$ cat src/rtl/clk_div_multi.sv
// N-channel programmable clock/tick divider with boundary-aligned divisor updates
// and a shared phase-alignment input.
module clk_div_multi #(
    parameter int NUM_CH      = 4,
    parameter int CNT_W       = 17,
    parameter int DEFAULT_DIV = 100000
) (
    input  logic                    clk_i,
    input  logic                    rst_ni,
    input  logic [NUM_CH-1:0]       en_i,
    input  logic [NUM_CH-1:0]       load_i,
    input  logic [NUM_CH*CNT_W-1:0] div_i,
    input  logic                    sync_i,
    output logic [NUM_CH-1:0]       clk_o,
    output logic [NUM_CH-1:0]       tick_o,
    output logic [NUM_CH-1:0]       pend_o
);

    localparam logic [CNT_W-1:0] MIN_DIV = CNT_W'(2);
    localparam logic [CNT_W-1:0] RST_DIV = (DEFAULT_DIV < 2) ? MIN_DIV : CNT_W'(DEFAULT_DIV);

    for (genvar k = 0; k < NUM_CH; k++) begin : g_ch
        logic [CNT_W-1:0] cnt_q, cnt_d;
        logic [CNT_W-1:0] div_q, div_d;
        logic [CNT_W-1:0] pend_q, pend_d;
        logic             pv_q, pv_d;
        logic             clk_q, clk_d;
        logic             tick_q, tick_d;
        logic [CNT_W-1:0] req;
        logic [CNT_W-1:0] ld_val;
        logic [CNT_W-1:0] nxt_div;
        logic             wrap;

        assign req     = div_i[k*CNT_W +: CNT_W];
        assign ld_val  = (req < MIN_DIV) ? MIN_DIV : req;
        assign wrap    = en_i[k] & (cnt_q == div_q - CNT_W'(1));
        // Divisor adopted at a boundary: a same-cycle load beats an older pending value.
        assign nxt_div = load_i[k] ? ld_val : (pv_q ? pend_q : div_q);

        always_comb begin
            cnt_d  = cnt_q;
            div_d  = div_q;
            pend_d = pend_q;
            pv_d   = pv_q;
            clk_d  = en_i[k] & (cnt_q >= (div_q >> 1));
            tick_d = wrap & ~sync_i;
            if (!en_i[k]) begin
                cnt_d = '0;
                div_d = nxt_div;
                pv_d  = 1'b0;
            end else if (sync_i || wrap) begin
                cnt_d = '0;
                div_d = nxt_div;
                pv_d  = 1'b0;
            end else begin
                cnt_d = cnt_q + CNT_W'(1);
                if (load_i[k]) begin
                    pend_d = ld_val;
                    pv_d   = 1'b1;
                end
            end
        end

        always_ff @(posedge clk_i or negedge rst_ni) begin
            if (!rst_ni) begin
                cnt_q  <= '0;
                div_q  <= RST_DIV;
                pend_q <= RST_DIV;
                pv_q   <= 1'b0;
                clk_q  <= 1'b0;
                tick_q <= 1'b0;
            end else begin
                cnt_q  <= cnt_d;
                div_q  <= div_d;
                pend_q <= pend_d;
                pv_q   <= pv_d;
                clk_q  <= clk_d;
                tick_q <= tick_d;
            end
        end

        assign clk_o[k]  = clk_q;
        assign tick_o[k] = tick_q;
        assign pend_o[k] = pv_q;
    end

endmodule
$ cat config.mk
export PLATFORM = sky130hd
export DESIGN_NAME = clk_div_multi
export DESIGN_NICKNAME = d
export VERILOG_FILES = /design/src/rtl/clk_div_multi.sv
export SDC_FILE = /design/constraint.sdc
export NUM_CORES = 1
export LEC_CHECK = 0
export CAP_MARGIN = 15
export CORE_ASPECT_RATIO = 1.1
export CORE_MARGIN = 8
export CORE_UTILIZATION = 50
export CTS_CLUSTER_DIAMETER = 80
export CTS_CLUSTER_SIZE = 30
export DETAILED_ROUTE_END_ITERATION = 10
export HOLD_SLACK_MARGIN = 0.12
export MAX_ROUTING_LAYER = met4
export PLACE_DENSITY = 0.69
export SLEW_MARGIN = 25
export SYNTH_ARGS = -nofsm -noshare
export SYNTH_HDL_FRONTEND = slang
export SYNTH_SLANG_ARGS = --single-unit
$ cat constraint.sdc
create_clock -name clk_i -period 3.6 [get_ports clk_i]
set_input_delay 0.72 -clock clk_i [delete_from_list [all_inputs] [get_ports clk_i]]
set_output_delay 0.72 -clock clk_i [all_outputs]
set_load 0.03 [all_outputs]
==> results of run 1 <==
==> worst paths after layout <==
kind,slack (ns),endpoint,depth (start not counted)
max in group asynchronous,2.49,g_ch[1].pend_q[7],2
min,0.24,g_ch[2].pend_q[12],1
min reg2reg,0.49,g_ch[0].pend_q[13],1
max reg2reg,0.34,g_ch[0].cnt_q[10],8
min in group clk_i,0.49,g_ch[0].pend_q[13],1
max,0.34,g_ch[0].cnt_q[10],8
==> registers in the layout, indices dropped and copies added (netlist names) <==
name         flops
g_ch.clk_q       4
g_ch.cnt_q      68
g_ch.div_q      68
g_ch.pend_q     68
g_ch.pv_q        4
g_ch.tick_q      4
==> critical path, stage by stage (launching register included) <==
cell	delay, ns
dfrtp_1	0.48
or4_1	0.71
nor4_1	0.32
o2111ai_1	0.16
nor4_1	0.44
o2111ai_2	0.32
nand2_1	0.29
buf_4	0.29
nor2_1	0.08
==> kinds of logic (layout without fill, tap and decap cells) <==
| family | after synthesis | after routing | share of synthesized area (%) |
|---|---|---|---|
| flip-flops | 216 | 216 | 35.01 |
| AO/OA/AOI/OAI | 377 | 377 | 17.97 |
| buffers and inverters | 233 | 261 | 6.732 |
| XOR/XNOR | 127 | 127 | 7.125 |
| AND/OR/NAND/NOR | 611 | 611 | 20.76 |
| adder cells (fa/ha/maj) | 72 | 72 | 5.771 |
| multiplexers | 89 | 89 | 6.636 |
==> per-layer routing <==
metal / up-vias / GRT usage, % / wire length [um]
li1: 6323 / - / -
met1: 6324 / 27.64 / 17470
met2: 269 / 34.01 / 18230
met3: 46 / 2.147 / 1298
met4: 0 / 4.642 / 678
met5: - / - / 0
==> power by group <==
group / leakage [nW] / switching, mW / internal [mW] / total [mW]
Clock: 0.234 / 0.968 / 0.835 / 1.80
Sequential: 2.64 / 0.387 / 2.79 / 3.18
Combinational: 4.22 / 0.909 / 0.812 / 1.72
Total: 7.10 / 2.26 / 4.44 / 6.70
==> synthesized netlist by cell type, drive strengths merged (22+ instances only) <==
master	number	share of area, %
a22oi	22	1.1
o31ai	22	1.1
nand2b	37	1.5
ha	72	5.8
o311ai	33	1.9
o21ai	97	3.1
dfrtp	168	27
xor2	62	3.5
a31oi	41	1.6
mux2i	24	1.5
clkbuf	81	2.0
nor4	39	1.9
nor2	109	2.6
inv	101	2.4
nand4	37	1.5
nand3	81	2.6
nor3	79	2.9
mux2	65	5.1
buf	51	2.3
nand2	137	3.3
a21oi	23	0.86
dfstp	48	8.1
xnor2	65	3.6
==> layout make-up <==
class                           instances  area, um^2
Sequential cell                       216        5465
Multi-Input combinational cell       1276        9114
Timing Repair Buffer                  135        1306
Tap cell                              420       525.5
Clock buffer                           17       392.9
Clock inverter                          8       95.09
Inverter                              101       379.1
Fill cell                            2785       13780
==> stage by stage <==
| stage | hold WS, ns | power (mW) | utilization [%] |
|---|---|---|---|
| finish | 0.2413 | 6.700 | 55.64 |
| global route | 0.2793 | 7.096 | 55.64 |
| CTS | 0.2574 | 6.763 | 55.62 |
| detailed placement | 0.4698 | 4.930 | 54.05 |
| global placement | 0.4583 | 4.854 | 54.03 |
| floorplan | 0.4244 | 4.388 | - |
==> out/qor.txt, run 1 <==
Outcome: finished, final reports clean
Unrepaired setup endpoints after global routing: no
Clock-pin slew on the worst setup and hold paths: 0.11 ns
Setup TNS: 0 ns
Vias in the first global route: 12915
Actual slew at the worst max-slew pin: 0.7545 ns
Area delta synth->final: 10.68%
Final Skew: 0.02144 ns
Die area: 0.03714 mm^2
Reg2Reg Launch Point: g_ch[0].div_q[4]
Avg Vias per Cell: 5.965
Hold/Removal Path Class: primary input to async pin
Postcts setup bufs: 0
RePlAce Congestion: 0.9189
Place WS: 0.2240 ns
Post-synthesis cell count: 1725
Pre-antenna DRT Iters: 5
Startpoint types: flip-flop
Fin crit share: 90.45%
Leading cell type in the layout, fill and taps excluded: dfrtp_1
Hold Buf Count CTS: 0
Drt initial violations: 955
Req. time, crit path: 3.97 ns
Slew Limit Headroom: 49.31%
# H-tree levels: 1
Most frequent cells in the layout: dfrtp_1 (168), nand2_1 (137), nor2_1 (106)
Clock Tree Buf Depth: 3
Peak supply drop: 384.0 uV
Chip width: 184.5 um
WL final: 37.68 mm
Yosys reg bits: 216
Vias: 12962
# rows: 68
Clock Sinks: 216
Post-CTS Resized: 0
Antenna Violating Nets Remaining: 0
P_leak: 7.096 nW
Post-DP HPWL: 27.46 mm
Critical path class: flip-flop to flip-flop
# DRC: 0
Cell variety after synth: 94
Endpoint class of the critical path: flip-flop
Antenna Cells: 0
Critical Path Start: g_ch[0].div_q[4]
Worst-path fanout max: 20
Cell area after layout: 0.01728 mm^2
First-pass GRT wire length: 64.37 mm
Final setup margin: 0.3436 ns
Ys flop type: dfrtp_1
Max Cap Viol: 0
Mapped Nets: 1876
Top Ports: 91
EDFF count, synth: 0
Final setup viols: 0
Die H: 201.3 um
Initial Util: 50.27%
Syn Area/Cell: 9.050 um^2
Async SR Flop Fraction: 100.0%
Share of layout cells above drive strength 1: 13.35%
Nets@finish: 1896
Register area share after synthesis: 35.01%
CTS root buf: clkbuf_16
Initial antenna violation count: 0
CTS tree: done
Critical Path AT: 3.63 ns
Placed insts: 2148
Tmin final: 3.256 ns
Synthesized cell area: 0.01561 mm^2
Largest net degree at the start of global routing: 90
Fmax achieved: 0.3071 GHz
Total CTS buffers: 15
Yosys warnings: 0
Cell Pwr Density: 387.8 mW/mm^2
I/O Buffers: 90
Fin. max-slew vios: 0
CORE AREA: 0.03105 mm^2
Endpoints failing hold: 0
Placed Area: 0.01678 mm^2
Grt total ovfl: 0
WL/cell: 17.34 um
Clk_lat worst skew: 0.50 ns
Final Non-Filler Cells: 2173
GRT Total Usage: 20.84%
(Power assumes the default switching activity.)
==> run 2, diff against run 1 <==
--- a/config.mk
+++ b/config.mk
@@ -5,7 +5,7 @@
 export SDC_FILE = /design/constraint.sdc
 export NUM_CORES = 1
 export LEC_CHECK = 0
-export CAP_MARGIN = 15
+export CAP_MARGIN = 0
 export CORE_ASPECT_RATIO = 1.1
 export CORE_MARGIN = 8
 export CORE_UTILIZATION = 50
==> constraint.sdc (replaced) <==
create_clock -name clk_i -period 3.5 [get_ports clk_i]
set_input_delay 0.7 -clock clk_i [delete_from_list [all_inputs] [get_ports clk_i]]
set_output_delay 0.7 -clock clk_i [all_outputs]
set_load 0.03 [all_outputs]
==> run 2 against run 1 <==
- clock power is essentially flat
- power grew 2.5%
- utilization grew 0.15 points
- critical endpoint is now g_ch[3].pend_q[6]
- critical path depth is the same
- largest cell class unchanged
- sequential power grew 2%
- maximum frequency grew 0.76%
- critical path type unchanged
- register-to-register slack lost 0.08 ns
==> out/qor.txt, run 2 (synthesized netlist as in run 1, its figures left out) <==
Total CTS buffers: 14
Total Power: 6.865 mW
GRT Total Usage: 21.22%
Grt total ovfl: 0
First-pass GRT wire length: 65.57 mm
Critical Path Start: g_ch[3].div_q[2]
# DRC: 0
Top Ports: 91
Req. time, crit path: 3.90 ns
Sequential share of power: 47.2%
Vias: 13014
Fmax achieved: 0.3094 GHz
Area delta synth->final: 10.98%
Antenna Violating Nets Remaining: 0
RePlAce Congestion: 0.9051
CTS root buf: clkbuf_16
Clock Tree Buf Depth: 3
Reg2Reg Launch Point: g_ch[3].div_q[2]
Hold/Removal Path Class: primary input to async pin
Chip width: 184.5 um
Setup TNS: 0 ns
Initial antenna violation count: 0
Top flop regs: g_ch.cnt_q (68), g_ch.div_q (68), g_ch.pend_q (68)
I/O Buffers: 90
Pre-antenna DRT Iters: 5
Placed Area: 0.01684 mm^2
Fin. max-slew vios: 0
Worst path max stage delay: 0.48 ns
WL final: 38.40 mm
Postcts setup bufs: 0
Clock Sinks: 216
Share of layout cells above drive strength 1: 13.69%
P_leak: 7.128 nW
Hold Buf Count CTS: 0
Most frequent cells in the layout: dfrtp_1 (168), nand2_1 (136), nor2_1 (106)
Outcome: finished, final reports clean
Final setup viols: 0
Setup crit end: g_ch[3].pend_q[6]
Reg2Reg Setup Slack: 0.27 ns
Unrepaired setup endpoints after global routing: no
Final setup margin: 0.2684 ns
Worst path cell trace: or3_4, or4_1, o31a_1, nor4_2, o2111ai_2, o211ai_4, buf_12, mux2_2
Vias in the first global route: 13115
Die H: 201.3 um
Slew Limit Headroom: 45.56%
Endpoints failing hold: 0
Tmin final: 3.232 ns
# H-tree levels: 1
Actual slew at the worst max-slew pin: 0.8158 ns
Combinational share of power: 26.5%
Final Skew: 0.03762 ns
Post-DP HPWL: 28.00 mm
Die area: 0.03714 mm^2
Max Cap Viol: 0
Clk_lat worst skew: 0.51 ns
Internal power: 4.545 mW
Leading cell type in the layout, fill and taps excluded: dfrtp_1
Largest net degree at the start of global routing: 70
Cell Pwr Density: 396.2 mW/mm^2
Reg-to-reg endpoint: g_ch[3].pend_q[6]
Critical Path AT: 3.63 ns
Critical path class: flip-flop to flip-flop
Fin crit share: 92.33%
Post-CTS Resized: 0
Crit-path slowest cell: dfrtp_1
Cell area after layout: 0.01733 mm^2
# rows: 68
Endpoint class of the critical path: flip-flop
Place WS: 0.1682 ns
Clock-pin slew on the worst setup and hold paths: 0.12 ns
Nets@finish: 1903
Clock share of power: 26.4%
Switching share of power: 33.79%
Worst-path fanout max: 17
Startpoint types: flip-flop
Peak supply drop: 390.9 uV
Switching Power: 2.320 mW
Avg Vias per Cell: 5.970
Initial Util: 50.27%
Reg2reg path depth: 8
Drt initial violations: 802
Antenna Cells: 0
CORE AREA: 0.03105 mm^2
WL/cell: 17.62 um
CTS tree: done
[run 2: cell count changes in the layout (fill, tap and decap cells not counted), sizes merged]
cell,previous run,this run
inv,104,103
buf,46,54
[run 2: power groups by stage]
stage	clock, mW	sequential [mW]	combinational, mW
2_1_floorplan	0	3.07	1.44
3_3_place_gp	0	3.26	1.75
3_5_place_dp	0	3.28	1.81
4_1_cts	1.87	3.23	1.81
5_1_grt	1.95	3.29	2.02
6_report	1.81	3.24	1.82
[run 2: how the worst min path moves through the flow]
stage | startpoint | endpoint | slack (ns)
floorplan | rst_ni | g_ch[0].clk_q | 0.40
global placement | g_ch[0].pend_q[11] | g_ch[0].pend_q[11] | 0.46
detailed placement | g_ch[0].pend_q[13] | g_ch[0].pend_q[13] | 0.47
CTS | rst_ni | g_ch[2].cnt_q[1] | 0.14
global route | rst_ni | g_ch[2].cnt_q[11] | 0.16
finish | rst_ni | g_ch[2].cnt_q[15] | 0.15
[run 2: area by class of cell]
| cell class | instances | area, um^2 |
|---|---|---|
| tap | 420 | 525.5 |
| clock buffer | 17 | 382.9 |
| clock inverter | 7 | 86.33 |
| inverter | 101 | 379.1 |
| timing repair buffer | 143 | 1370 |
| sequential | 216 | 5465 |
| fill | 2839 | 13730 |
| multi-input combinational | 1276 | 9116 |
[run 2: layer usage]
metal,routed length [um],part of all wire [%],global-route usage (%),vias to the layer above
met4,619,1.6,4.383,0
li1,-,-,-,6323
met1,17680,46,27.28,6392
met3,1186,3.1,2.165,45
met5,0,0,-,-
met2,18920,49,35.81,254
[run 2: worst max-delay path, delay by kind of cell (launching register included)]
| kind | cells | cell delay, ns |
|---|---|---|
| buffers and inverters | 1 | 0.20 |
| multiplexers | 1 | 0.35 |
| AO/OA/AOI/OAI | 3 | 0.87 |
| AND/OR/NAND/NOR | 3 | 1.22 |
| flip-flops | 1 | 0.48 |
[run 2: metrics by stage]
stage | util, % | std cells | hold slack [ns]
floorplan | - | 1725 | 0.4044
global placement | 54.20 | 2155 | 0.4587
detailed placement | 54.22 | 2155 | 0.4672
CTS | 55.73 | 2179 | 0.1414
global route | 55.79 | 2180 | 0.1611
finish | 55.79 | 2180 | 0.1467
==> run 3, diff against run 2 <==
--- a/config.mk
+++ b/config.mk
@@ -15,6 +15,7 @@
 export HOLD_SLACK_MARGIN = 0.12
 export MAX_ROUTING_LAYER = met4
 export PLACE_DENSITY = 0.69
+export SKIP_CTS_REPAIR_TIMING = 1
 export SLEW_MARGIN = 25
 export SYNTH_ARGS = -nofsm -noshare
 export SYNTH_HDL_FRONTEND = slang
==> results of run 3 <==
No change in the layout: final DEF, timing and power equal those of run 2.
